==> config.mk <==
export PLATFORM = sky130hd
export DESIGN_NAME = vga_sync_rx
export DESIGN_NICKNAME = d
export VERILOG_FILES = /design/src/rtl/vga_sync_rx.sv
export SDC_FILE = /design/constraint.sdc
export NUM_CORES = 1
export LEC_CHECK = 0
export ABC_AREA = 1
export ABC_CLOCK_PERIOD_IN_PS = 1850
export CAP_MARGIN = 20
export CORE_ASPECT_RATIO = 0.8
export CORE_MARGIN = 1.5
export CORE_UTILIZATION = 30
export CTS_BUF_LIST = sky130_fd_sc_hd__clkbuf_4 sky130_fd_sc_hd__clkbuf_8
export DETAILED_ROUTE_END_ITERATION = 8
export GPL_TIMING_DRIVEN = 0
export HOLD_SLACK_MARGIN = 0.12
export PLACE_DENSITY = 0.59
export SLEW_MARGIN = 20
export SYNTH_ARGS = -nofsm -noshare
export SYNTH_HDL_FRONTEND = slang
export SYNTH_SLANG_ARGS = --single-unit
==> constraint.sdc <==
create_clock -name PIXELCLK -period 1.85 [get_ports PIXELCLK]
set_input_delay 0.185 -clock PIXELCLK [delete_from_list [all_inputs] [get_ports PIXELCLK]]
set_output_delay 0.185 -clock PIXELCLK [all_outputs]
set_load 0.01 [all_outputs]
==> src/rtl/vga_sync_rx.sv <==
// VGA sync receiver: synchronizes HS/VS, measures line/sync/frame timing, regenerates
// H/V position counters and tracks lock against the expected raster.
module vga_sync_rx #(
    parameter int unsigned H_TOTAL_EXP = 800,
    parameter int unsigned V_TOTAL_EXP = 525,
    parameter int unsigned H_TOL       = 2,
    parameter int unsigned LOCK_FRAMES = 2,
    parameter int unsigned CW          = 12
) (
    input  logic          PIXELCLK,
    input  logic          i_rstn,
    input  logic          VGA_HS,
    input  logic          VGA_VS,
    output logic [9:0]    o_h_cnt,
    output logic [9:0]    o_v_cnt,
    output logic [CW-1:0] o_h_total,
    output logic [CW-1:0] o_hs_width,
    output logic [9:0]    o_v_total,
    output logic          o_locked,
    output logic          o_err
);

    localparam int unsigned GW = $clog2(LOCK_FRAMES + 1);
    localparam logic [CW-1:0] HMax = {CW{1'b1}};
    localparam logic [CW-1:0] HNearMax = {{(CW-1){1'b1}}, 1'b0};
    localparam logic [9:0] CntMax = 10'h3ff;
    localparam int unsigned HiLim = H_TOTAL_EXP + H_TOL;
    localparam int unsigned LoLim = (H_TOTAL_EXP > H_TOL) ? H_TOTAL_EXP - H_TOL : 0;

    typedef enum logic [1:0] {StSearch, StCheck, StLocked} state_e;

    logic          hs_s1_q, hs_s2_q, hs_d_q;
    logic          vs_s1_q, vs_s2_q, vs_d_q;
    logic [CW-1:0] h_run_q, h_run_d;
    logic [9:0]    h_cnt_q, h_cnt_d;
    logic [CW-1:0] h_total_q, h_total_d;
    logic [CW-1:0] hsw_cnt_q, hsw_cnt_d;
    logic [CW-1:0] hs_width_q, hs_width_d;
    logic [9:0]    v_run_q, v_run_d;
    logic [9:0]    v_total_q, v_total_d;
    logic          h_valid_q, h_valid_d;
    logic          frame_bad_q, frame_bad_d;
    state_e        state_q, state_d;
    logic [GW-1:0] good_cnt_q, good_cnt_d;
    logic          locked_q, locked_d;
    logic          err_q, err_d;

    logic          hs_fall, hs_rise, vs_fall;
    logic          line_bad, frame_ok, los;
    int unsigned   line_len;
    logic [CW-1:0] h_len_sat;
    logic [9:0]    v_total_new;
    logic [GW-1:0] good_next;

    always_comb begin
        hs_fall     = hs_d_q & ~hs_s2_q;
        hs_rise     = ~hs_d_q & hs_s2_q;
        vs_fall     = vs_d_q & ~vs_s2_q;
        line_len    = 32'(h_run_q) + 32'd1;
        h_len_sat   = (h_run_q == HMax) ? HMax : h_run_q + CW'(1);
        line_bad    = hs_fall & h_valid_q & ((line_len > HiLim) | (line_len < LoLim));
        // A line closing on the same cycle as VS belongs to the frame that is ending.
        v_total_new = (hs_fall && v_run_q != CntMax) ? v_run_q + 10'd1 : v_run_q;
        frame_ok    = ~(frame_bad_q | line_bad) & (32'(v_total_new) == V_TOTAL_EXP);
        // Fires only on the transition into saturation, so a dead input reports once.
        los         = ~hs_fall & (h_run_q == HNearMax);
        good_next   = good_cnt_q + GW'(1);

        h_run_d    = hs_fall ? '0 : ((h_run_q == HMax) ? HMax : h_run_q + CW'(1));
        h_total_d  = hs_fall ? h_len_sat : h_total_q;
        h_cnt_d    = hs_fall ? '0 : ((h_cnt_q == CntMax) ? CntMax : h_cnt_q + 10'd1);
        hs_width_d = hs_rise ? hsw_cnt_q : hs_width_q;
        if (hs_fall) begin
            hsw_cnt_d = CW'(1);
        end else if (!hs_s2_q && hsw_cnt_q != HMax) begin
            hsw_cnt_d = hsw_cnt_q + CW'(1);
        end else begin
            hsw_cnt_d = hsw_cnt_q;
        end

        if (vs_fall) begin
            v_run_d = '0;
        end else if (hs_fall && v_run_q != CntMax) begin
            v_run_d = v_run_q + 10'd1;
        end else begin
            v_run_d = v_run_q;
        end
        v_total_d   = vs_fall ? v_total_new : v_total_q;
        h_valid_d   = h_valid_q | hs_fall;
        frame_bad_d = vs_fall ? 1'b0 : (frame_bad_q | line_bad);

        state_d    = state_q;
        good_cnt_d = good_cnt_q;
        locked_d   = locked_q;
        err_d      = 1'b0;

        if (los) begin
            state_d     = StSearch;
            good_cnt_d  = '0;
            h_valid_d   = 1'b0;
            frame_bad_d = 1'b0;
            locked_d    = 1'b0;
            err_d       = (state_q == StLocked);
        end else begin
            unique case (state_q)
                StSearch: begin
                    if (vs_fall) begin
                        state_d    = StCheck;
                        good_cnt_d = '0;
                    end
                end
                StCheck: begin
                    if (vs_fall) begin
                        if (frame_ok) begin
                            good_cnt_d = good_next;
                            if (32'(good_next) >= LOCK_FRAMES) begin
                                state_d    = StLocked;
                                locked_d   = 1'b1;
                                good_cnt_d = '0;
                            end
                        end else begin
                            good_cnt_d = '0;
                        end
                    end
                end
                StLocked: begin
                    if (line_bad || (vs_fall && !frame_ok)) begin
                        err_d      = 1'b1;
                        locked_d   = 1'b0;
                        state_d    = StCheck;
                        good_cnt_d = '0;
                    end
                end
                default: begin
                    state_d    = StSearch;
                    good_cnt_d = '0;
                end
            endcase
        end
    end

    always_ff @(posedge PIXELCLK or negedge i_rstn) begin
        if (!i_rstn) begin
            hs_s1_q     <= 1'b1;
            hs_s2_q     <= 1'b1;
            hs_d_q      <= 1'b1;
            vs_s1_q     <= 1'b1;
            vs_s2_q     <= 1'b1;
            vs_d_q      <= 1'b1;
            h_run_q     <= '0;
            h_cnt_q     <= '0;
            h_total_q   <= '0;
            hsw_cnt_q   <= '0;
            hs_width_q  <= '0;
            v_run_q     <= '0;
            v_total_q   <= '0;
            h_valid_q   <= 1'b0;
            frame_bad_q <= 1'b0;
            state_q     <= StSearch;
            good_cnt_q  <= '0;
            locked_q    <= 1'b0;
            err_q       <= 1'b0;
        end else begin
            hs_s1_q     <= VGA_HS;
            hs_s2_q     <= hs_s1_q;
            hs_d_q      <= hs_s2_q;
            vs_s1_q     <= VGA_VS;
            vs_s2_q     <= vs_s1_q;
            vs_d_q      <= vs_s2_q;
            h_run_q     <= h_run_d;
            h_cnt_q     <= h_cnt_d;
            h_total_q   <= h_total_d;
            hsw_cnt_q   <= hsw_cnt_d;
            hs_width_q  <= hs_width_d;
            v_run_q     <= v_run_d;
            v_total_q   <= v_total_d;
            h_valid_q   <= h_valid_d;
            frame_bad_q <= frame_bad_d;
            state_q     <= state_d;
            good_cnt_q  <= good_cnt_d;
            locked_q    <= locked_d;
            err_q       <= err_d;
        end
    end

    assign o_h_cnt    = h_cnt_q;
    assign o_v_cnt    = v_run_q;
    assign o_h_total  = h_total_q;
    assign o_hs_width = hs_width_q;
    assign o_v_total  = v_total_q;
    assign o_locked   = locked_q;
    assign o_err      = err_q;

endmodule

==> impl.org <==
** Setup path
- At the worst endpoint, the required time is 2110 ps.
- Type of the worst setup path :: reg -> reg
- Critical path fanouts, max :: 8
- Critical path endpoint category :: flip-flop
- STA classifies the critical path startpoint as a flip-flop.
- Data arrives at the worst endpoint at 2400 ps.

** Global routing
- For this run the aggregate overflow at the end of global routing stands at 0.
- Via count of the first global-routing pass :: 3966
- Initial antenna violation count :: 0
- Global-route total usage across every layer :: 0.148
- Global-route wire length before repair :: 19100 microns
- Pin count of the biggest net entering global routing :: 52

** Floorplanning
- I/O pin count :: 60
- The floorplan step defined a die boundary enclosing 16100 sq um.
- Core region area :: 15000 sq um
- Die width :: 141 microns
- Chip Height :: 114 microns
- The initial utilization of the core area, before any placement, comes to 0.306.
- After floorplanning, the core was divided into 40 placement rows.

** Drt
- Total via count after detailed routing :: 4125
- Count of routing violations after the opening detailed-route iteration :: 275
- After detailed routing, the number of vias per cell comes to 4.71.
- Final antenna-violating net count :: 0
- The first TritonRoute pass finished after 4 iterations.
- Count of unresolved DRC violations after routing :: 0
- For this block, the routed nets add up to 12000 microns of wire.
- In the final routed layout, each cell accounts on average for 13.7 microns.

** CTS
- At the later pin of the worst-skew pair, clock insertion delay measures 370 ps.
- The number of clock buffers added by TritonCTS is 9.
- Number of clock sinks :: 92
- Buffer depth of the longest clock path :: 2
- Max H-tree Level :: 3
- Clock-pin slew was measured on the worst setup and hold paths at 90 ps.
- TritonCTS clock tree :: done
- Clock Tree Root :: sky130_fd_sc_hd__clkbuf_8

** Layout
- At the end of the flow the core is filled with cells to 0.423.
- Leaving out fill and tap cells, the most frequent cells in the layout are 114 x sky130_fd_sc_hd__nand2_1, 74 x sky130_fd_sc_hd__dfrtp_1, 62 x sky130_fd_sc_hd__inv_1.
- Of the cells placed in the final design, the portion with a size suffix greater than 1 is 0.255.
- Compared with the post-synthesis result, the final layout area differs by 38.2%.
- Final antenna diode count :: 0
- After the last flow step, the layout net total stands at 693.
- Filler Cells Inserted :: 1460
- Number of cells in the finished layout apart from fillers :: 876
- Most common cell after layout, fill and taps aside :: sky130_fd_sc_hd__nand2_1

** Synthesis
- For this run, the number of Yosys warnings is 0.
- Number of flops mapped to enable cells by yosys :: 0
- Net Count, Synth :: 579
- Synth Area per Inst :: 8.09 sq um
- FFs w/ async S/R, synth :: 1.00
- Of the synthesized area, sequential elements account for 0.503.
- Ys flop type :: sky130_fd_sc_hd__dfrtp_1
- In this run, distinct cell masters in the synthesized netlist total 40.
- Syn Std Cell Area :: 4600 sq um
- Synth Register Bits :: 92
- Counting every instance in the synthesized netlist gives 568.

** Timing
- Worst-case headroom to the max-slew limit :: 0.646
- Post-route clock period utilization :: 1.16
- Across the routed clock network, the largest skew measured is 15.3 ps.
- For the pin with the worst max-slew slack, the measured transition is 532 ps.
- Static timing analysis puts the maximum clock frequency at 467 MHz.
- Unrepaired setup endpoints after global routing :: true
- Setup slack on the critical path of the routed design comes to -290 ps.
- After layout, the minimum clock period comes to 2140 ps.
- Setup violations remaining at the end of the flow were counted as 10.
- Sum of negative setup slack :: -1800 ps
- The number of endpoints with negative hold slack in the final report was 0.
- Max Transition Viols Final :: 0

** Place
- Global placement routability congestion :: 0.861
- Input and output buffers added on the ports amount to 59.
- Summed over all nets, the half-perimeter wirelength after detailed placement is 8030 microns.
- Once placement completed, the tool counted placed cells totaling 817.

** Min path
- Worst hold-check path type :: in -> reg

** Power and ir drop
- In this run the power density over the cells is 844 nW/um^2.
- Summed over all cells, the static leakage comes to 0.00291 uW.
- IR analysis of the VDD net gives a maximum drop of 0.355 mV.
- Final total power :: 5360 uW

** Outcome
- Violated checks :: setup timing
- Outcome :: finished, violations left

** Run
- Max-cap violations in this run came to 0.
-- sequential cells by signal, summed over array words and instances (netlist names) --
name	cells
o_h_cnt	10
o_v_total	10
o_v_cnt	10
o_h_total	12
o_err	1
hs_s2_q	1
frame_bad_q	1
h_run_q	12
vs_s2_q	1
hsw_cnt_q	12
o_hs_width	12
vs_d_q	1
hs_s1_q	1
hs_d_q	1
h_valid_q	1
o_locked	1
state_q	2
good_cnt_q	2
vs_s1_q	1
-- Yosys cell counts (7+ instances only) --
master,number,area [sq um]
sky130_fd_sc_hd__nand3_1,36,180
sky130_fd_sc_hd__o21ai_0,31,155
sky130_fd_sc_hd__dfrtp_1,86,2150
sky130_fd_sc_hd__a21oi_1,24,120
sky130_fd_sc_hd__ha_1,7,87.6
sky130_fd_sc_hd__nor3_1,8,40.0
sky130_fd_sc_hd__o21ai_1,8,40.0
sky130_fd_sc_hd__nand2_2,11,68.8
sky130_fd_sc_hd__inv_1,67,251
sky130_fd_sc_hd__a31oi_1,7,43.8
sky130_fd_sc_hd__nand4_1,15,93.8
sky130_fd_sc_hd__clkbuf_1,10,37.5
sky130_fd_sc_hd__nor2_1,68,255
sky130_fd_sc_hd__nand2_1,135,507
sky130_fd_sc_hd__xor2_1,10,87.6
-- power breakdown --
part	internal, uW	total, uW	switching [uW]	leakage, uW
Sequential	2230	2420	195	0.00119
Clock	966	1680	719	0.000124
Combinational	588	1250	663	0.00160
-- metal layers --
metal / up-vias / global-route usage / part of all wire
li1: 2039 / - / -
met1: 1999 / 0.196 / 0.47
met2: 83 / 0.244 / 0.49
met3: 4 / 0.0306 / 0.032
met4: 0 / 0.0488 / 0.0036
met5: - / 0 / 0
-- metrics by stage --
stage | area [sq um] | worst slack, ps | hold WS (ps)
6_report | 6350 | -290 | 217
3_5_place_dp | 5460 | -500 | 165
2_1_floorplan | 4620 | -86.8 | -111
4_1_cts | 5990 | -298 | 197
5_1_grt | 6350 | -461 | 201
3_3_place_gp | 5440 | -3150 | 349
-- area by class of cell --
cell class                      instances  area (sq um)  area share
Timing Repair Buffer                  103           968       0.152
Clock buffer                           12           153      0.0240
Inverter                               75           288      0.0453
Buffer                                 17          91.3      0.0144
Multi-Input combinational cell        384          2190       0.345
Clock inverter                          4          97.6      0.0154
Sequential cell                        92          2320       0.366
Tap cell                              189           236      0.0372
-- timing repair --
action	4_1_cts	5_1_grt
hold buffers	1	0
setup buffers	24	17
pin swaps	17	24
endpoints found under the setup margin	37	49
cloned	1	0
endpoints found under the hold margin	50	0
resized for setup	32	67
-- kinds of logic (layout without fill, tap and decap cells) --
group           after synthesis  after routing  share of synthesized area
fa+ha+maj                     7              7                     0.0191
xor+xnor                     12             12                     0.0229
compound gates               75             75                     0.0885
buf+inv                      92            211                     0.0781
flops                        92             92                      0.503
simple gates                290            290                      0.289
-- worst paths after layout --
path	slack [ps]	startpoint	cells after the start	to
worst max-delay path	-290	o_v_cnt[1]	16	good_cnt_q[0]
worst min-delay path	220	VGA_HS	1	hs_s1_q
worst max register to register	-290	o_v_cnt[1]	16	good_cnt_q[0]
worst min register to register	360	vs_s1_q	0	vs_s2_q
max in group asynchronous	880	i_rstn	3	hs_d_q
min in group asynchronous	330	i_rstn	2	o_h_total[2]
-- worst max-delay path, cell delays in order, from the launching register on --
cell and delay, ps:
sky130_fd_sc_hd__dfrtp_2 430, sky130_fd_sc_hd__ha_4 170, sky130_fd_sc_hd__nand2_4 80, sky130_fd_sc_hd__nor2_4 50
sky130_fd_sc_hd__nand3_4 120, sky130_fd_sc_hd__nand2_8 110, sky130_fd_sc_hd__buf_6 130, sky130_fd_sc_hd__nand2_2 50
sky130_fd_sc_hd__nand2_2 60, sky130_fd_sc_hd__nor2_2 130, sky130_fd_sc_hd__nand2_2 80, sky130_fd_sc_hd__nor2_4 120
sky130_fd_sc_hd__nand3_2 100, sky130_fd_sc_hd__nand2_2 100, sky130_fd_sc_hd__nand2_4 90, sky130_fd_sc_hd__a21oi_2 140
sky130_fd_sc_hd__nor2_1 60
(Power assumes the default switching activity.)
